File: config.mk
export PLATFORM = sky130hd
export DESIGN_NAME = fetch_queue
export DESIGN_NICKNAME = d
export VERILOG_FILES = /design/src/rtl/fetch_queue.sv
export SDC_FILE = /design/constraint.sdc
export NUM_CORES = 1
export LEC_CHECK = 0
export CAP_MARGIN = 25
export CORE_UTILIZATION = 50
export CTS_CLUSTER_DIAMETER = 50
export DETAILED_ROUTE_END_ITERATION = 10
export PLACE_DENSITY = 0.73
export SLEW_MARGIN = 20
export SYNTH_ARGS = -nofsm -noshare
export SYNTH_HDL_FRONTEND = slang
export SYNTH_SLANG_ARGS = --single-unit
File: constraint.sdc
create_clock -name clk -period 5.7 [get_ports clk]
set_input_delay 1.71 -clock clk [delete_from_list [all_inputs] [get_ports clk]]
set_output_delay 1.71 -clock clk [all_outputs]
set_load 0.01 [all_outputs]
File: src/rtl/fetch_queue.sv
// Instruction prefetch FIFO between instruction memory and the IF/ID register.
// Optional same-cycle response bypass on an empty queue: define FETCH_QUEUE_BYPASS_EN.
module fetch_queue #(
  parameter int DEPTH = 4,
  parameter int PTR_W = $clog2(DEPTH)
) (
  input  logic             clk,
  input  logic             reset,
  output logic             imem_req,
  output logic [63:0]      imem_addr,
  input  logic             imem_rsp_valid,
  input  logic [31:0]      imem_rsp_instr,
  input  logic             redirect,
  input  logic [63:0]      redirect_pc,
  input  logic             deq_ready,
  output logic             deq_valid,
  output logic [31:0]      deq_instr,
  output logic [63:0]      deq_pc_plus4,
  output logic [PTR_W:0]   occupancy
);

  localparam logic [PTR_W+1:0] CREDITS = (PTR_W+2)'(DEPTH);

  logic [63:0]      fetch_pc;
  logic [63:0]      req_pc;
  logic             req_epoch;
  logic             epoch;
  logic             inflight;
  logic [PTR_W-1:0] wr_ptr;
  logic [PTR_W-1:0] rd_ptr;
  logic [PTR_W:0]   count;

  logic [31:0] instr_mem [DEPTH];
  logic [63:0] pc4_mem   [DEPTH];

  logic             stored_valid;
  logic             rsp_accept;
  logic             bypass_fire;
  logic             deq_fire;
  logic             enq;
  logic [63:0]      rsp_pc4;
  logic [PTR_W+1:0] credits_used;
  logic             unused_pc_bits;

  assign unused_pc_bits = ^redirect_pc[1:0];
  assign occupancy      = count;

  always_comb begin
    stored_valid = (count != '0);
    credits_used = {1'b0, count} + {{(PTR_W+1){1'b0}}, inflight};
    imem_req     = reset && !redirect && (credits_used < CREDITS);
    imem_addr    = imem_req ? fetch_pc : '0;

    // A response is only meaningful if it answers a request from the current stream.
    rsp_accept   = reset && !redirect && imem_rsp_valid && inflight && (req_epoch == epoch);
    rsp_pc4      = req_pc + 64'd4;

`ifdef FETCH_QUEUE_BYPASS_EN
    deq_valid    = stored_valid || rsp_accept;
    bypass_fire  = !stored_valid && rsp_accept && deq_ready;
`else
    deq_valid    = stored_valid;
    bypass_fire  = 1'b0;
`endif

    deq_fire     = stored_valid && deq_ready;
    enq          = rsp_accept && !bypass_fire;

    deq_instr    = '0;
    deq_pc_plus4 = '0;
    if (stored_valid) begin
      deq_instr    = instr_mem[rd_ptr];
      deq_pc_plus4 = pc4_mem[rd_ptr];
    end else if (deq_valid) begin
      deq_instr    = imem_rsp_instr;
      deq_pc_plus4 = rsp_pc4;
    end
  end

  always_ff @(posedge clk) begin
    if (!reset) begin
      fetch_pc  <= '0;
      req_pc    <= '0;
      req_epoch <= 1'b0;
      epoch     <= 1'b0;
      inflight  <= 1'b0;
      wr_ptr    <= '0;
      rd_ptr    <= '0;
      count     <= '0;
    end else if (redirect) begin
      fetch_pc  <= {redirect_pc[63:2], 2'b00};
      epoch     <= ~epoch;
      inflight  <= 1'b0;
      wr_ptr    <= '0;
      rd_ptr    <= '0;
      count     <= '0;
    end else begin
      // Memory answers exactly one cycle later, so in-flight is just last cycle's issue.
      inflight <= imem_req;
      if (imem_req) begin
        fetch_pc  <= fetch_pc + 64'd4;
        req_pc    <= fetch_pc;
        req_epoch <= epoch;
      end
      if (enq)      wr_ptr <= wr_ptr + 1'b1;
      if (deq_fire) rd_ptr <= rd_ptr + 1'b1;
      case ({enq, deq_fire})
        2'b10:   count <= count + 1'b1;
        2'b01:   count <= count - 1'b1;
        default: count <= count;
      endcase
    end
  end

  always_ff @(posedge clk) begin
    if (enq) begin
      instr_mem[wr_ptr] <= imem_rsp_instr;
      pc4_mem[wr_ptr]   <= rsp_pc4;
    end
  end

endmodule

* After elaboration in Yosys (flattened, before gate mapping) *
Memories as Yosys holds them, arrays and structs flattened. A register that Yosys moved wholly into a read port is not among the register bits.
Cells that the tools add are included.

word-level totals
  bits in writable memories = 384
  flip-flop bits (word level) = 138
  bits of input ports = 101
  memories kept = 2
  word-level logic and storage cells = 49

memory list
  memory     depth  width  read ports  clocked after memory_dff  wr ports  RTL line  text
  pc4_mem    4      64     1           1                         1         34        logic [63:0] pc4_mem [DEPTH];
  instr_mem  4      32     1           1                         1         33        logic [31:0] instr_mem [DEPTH];

cells by class
  $add $sub $neg = 7
  order comparisons = 1
  reduce and logical (&&, ||, !) cells = 12
  eq/ne operators = 3
  multiplexer cells = 12
  bitwise gates (word level) = 3

operators by type and width
  operator               count
  $mux 64                4
  $add 64x3->64 const B  2
  $mux 32                1
  $mux 2                 4
  $logic_and 1x1->1      6
  $pmux 3 s2             1
  $add 2x1->2 const B    2
  $add 3x1->4            1
  $lt 4x3->1 const B     1
  $reduce_bool 2->1      2
  $add 3x1->3 const B    1
  $not 1->1              3
  $reduce_bool 3->1      1
  $sub 3x1->3 const B    1
  $eq 2x1->1 const B     1
  $eq 2x2->1 const B     1
  $mux 1                 2
  $reduce_and 2->1       1
  $reduce_or 2->1        1
  $eq 1x1->1             1
  $logic_not 1->1        1

* Longest topological paths before layout *
  depth after elaboration = 7
  gate-level depth with buffers = 11
  depth with buffers taken out = 9

* Worst setup path after synthesis *
No wires, ideal clock.

  kind = input-to-output
  from = input redirect
  to = output imem_addr[51]
  arrival = 3696 ps
  stages = 10
  path slack = 294 ps
  buffers on the path = 5
  path through = nand2b_1 -> clkbuf_1 -> or3_1 -> clkbuf_1 -> inv_1 -> clkbuf_1 -> clkbuf_1 -> buf_1 -> nand2_1 -> inv_1

on the way
  longest elaborated chain between the ends = 4

ends and longest elaborated chain
  item                            RTL line  text
  from (decl)                     13        input logic redirect,
  $logic_not 1->1                 51        imem_req = reset && !redirect && (credits_used < CREDITS);
  $logic_and 1x1->1 (2 in a row)  51
  via imem_req                    9         output logic imem_req,
  $mux 64                         52        imem_addr = imem_req ? fetch_pc : '0;
  to (decl)                       10        output logic [63:0] imem_addr,

The timed path passes the listed nets, and every way through them passes these cells.

* Worst setup path in the final report *
  from = input redirect
  to = output imem_addr[56]

on the way
  longest elaborated chain between the ends = 4

ends and longest elaborated chain
  item                            RTL line
  $logic_not 1->1                 51
  $logic_and 1x1->1 (2 in a row)  51
  $mux 64                         52

Every way passes these cells.

==> results.ini <==
[timing]
min_period_over_period_pct = 97.4
relSlewSlack_pct = 30.1
setup-tns-final_ns = 0
fin_skew_ns = 0.0304
whs_ns = 0.474
slew_viol_final = 0
rsz0062_at_grt = false
min_period_ns = 5.55
final-setup-viol-count = 0
max_freq_mhz = 180
hold_viol_final = 0
tightest_slew_ns = 1.04

[worst_setup_path]
rrSetupSlack_ns = 2.47
path_class = in2out
r2r_cells = 5
cp_max_fo = 27
reg2reg_from = req_pc[28]$_SDFFE_PN0P_
reg2reg_to = pc4_mem[3][46]$_DFFE_PP_
cp.arrival_ns = 3.84
required_ns = 3.99
crit_path_start_kind = input port
crit_path_end_kind = output pin

[global_routing]
gr-total-overflow = 0
grt_pass1_vias = 14600
antenna_found_initial = 2
grt_max_degree = 81
grt_pass1_wl_um = 85800
track_usage_pct = 25.4

[layout]
utilization_pct = 63.4
final_area_um2 = 27400
num-nets-final = 2075
drive_gt1_share_pct = 12.9
area_growth_pct = 24.4
final_cells = 2599

[synth]
yosysTopAreaCell = edfxtp_1
async_flop_share_pct = 0
synth_area_um2 = 22000
syn_inst = 1674
syn_avg_cell_area_um2 = 13.1
seq_area_frac_synth_pct = 63.8
synth_edf_count = 376
ys.warnings.count = 0
ys_top_cells_by_count = edfxtp_1, nand2_1, dfxtp_1, and2_1, mux4_2
ys_types = 57
yosysTopAreaCellShare_pct = 51.4
postSynthRegisterBits = 512
synth.most_common_cell = edfxtp_1
synthTopCellsByArea = edfxtp_1, dfxtp_1, mux4_2, nand2_1, and2_1
synthFlopType = edfxtp_1

[detailed_routing]
final_antenna_net_count = 0
dr.pass1.iters = 6
viasPerCell = 5.75
drt_iter0_markers = 1154
drc_errors = 0
wl_per_cell_um = 21.8
drt_wl_total_um = 56500
vias = 14900

[clock_network]
holdBufCountCts = 0
clk_pin_slew_ns = 0.06
cts_tree = yes
clock_sinks = 512
worstSkewPairLatency_ns = 0.61
clockBufferDepth = 3
cts_setup_buffers = 0
ctsRootBufferMaster = clkbuf_16
cts_resized = 0
htree_levels = 2
numCtsBuffers = 56

[hold_path]
min_to = req_epoch$_SDFFE_PN0P_
hold_path_depth = 2
hold_path.startpoint = req_epoch$_SDFFE_PN0P_
min_path_type = reg2reg

[placement]
dp_hpwl_um = 38200
io_buffer_count = 259
placed_cells = 2491
dpl_cell_area_um2 = 25500
routabilityCongestion = 0.906

[die]
die_x_um = 212
die-area_um2 = 44800
io_pins = 266
die_h_um = 212
start_util_pct = 50.9
rows = 76
fp.coreArea_um2 = 43200

[job]
max_cap_violations = 0

[power_and_ir_drop]
vdd_ir_drop_max_mv = 0.172
powerDensity_nw_per_um2 = 287
p_leak_nw = 9.60

[outcome]
outcome = finished, final reports clean

[critical path, stage by stage]
cell and delay (ns):
clkdlybuf4s50_1 0.41, nand2b_1 0.21, or3_4 0.43, inv_4 0.11
buf_12 0.18, nand2_1 0.09, inv_1 0.13, clkdlybuf4s50_1 0.57
[where the power goes]
part | total, W | internal [W] | leakage (nW) | switching [W]
clock | 0.00341 | 0.00194 | 0.863 | 0.00148
sequential | 0.00410 | 0.00403 | 4.86 | 0.0000721
combinational | 0.000326 | 0.000157 | 3.88 | 0.000169
total | 0.00784 | 0.00612 | 9.60 | 0.00172
[cells in the final DEF (no fill, tap or decap), drive strengths merged, types with 14 or more instances in the layout]
master	n
dfxtp	136
a21oi	76
nor2	80
clkbuf	70
nand3	50
xor2	43
nor4	14
o31ai	14
o21ai	31
and3	19
or4	24
mux4	94
or3	15
nor3	33
and2	107
a31oi	26
edfxtp	376
buf	59
xnor2	39
nand2	190
inv	92
clkinv	24
clkdlybuf4s50	259
nand4	46
[kinds of logic (layout without fill, tap and decap cells)]
family	after synthesis	after routing	share of synthesized area (%)
compound gates	204	204	5.77
mux	97	97	9.78
buf+inv	172	507	3.02
other cells	1	6	0.0171
flops	512	512	63.8
simple gates	598	598	13.9
fa+ha+maj	8	8	0.490
xor+xnor	82	82	3.27
[sequential cells by signal (all words and copies together), names as in the netlist, named ones only]
name,cells
epoch,1
inflight,1
req_pc,62
wr_ptr,2
pc4_mem,248
rd_ptr,2
occupancy,3
instr_mem,128
fetch_pc,62
req_epoch,1
[cell type report]
cell class	count	area, µm²
Sequential cell	512	14000
Multi-Input combinational cell	993	7330
Fill cell	3369	15800
Antenna cell	2	5.00
Timing Repair Buffer	319	3200
Inverter	84	318
Clock inverter	35	249
Clock buffer	69	1500
Tap cell	585	732
[metal layers]
metal	GRT usage, %	wire length [µm]
met4	9.35	1910
met5	0	0
met1	35.9	24500
met3	4.42	4080
met2	39.8	26000
[through the flow]
step | setup slack (ns) | power [W]
after detailed placement | 0.0173 | 0.00449
after global routing | 0.0835 | 0.00806
after global placement | 0.0630 | 0.00449
after CTS | 0.0158 | 0.00789
after floorplan | 0.294 | 0.00430
final | 0.149 | 0.00784
[worst max path at each step]
stage                     startpoint       endpoint  slack [ns]
final                       redirect  imem_addr[56]        0.15
after global routing        redirect  imem_addr[56]        0.08
after floorplan             redirect  imem_addr[51]        0.29
after detailed placement    redirect  imem_addr[44]        0.02
after CTS                   redirect  imem_addr[44]        0.02
after global placement      redirect  imem_addr[44]        0.06
Power figures use the tool's default switching activity.
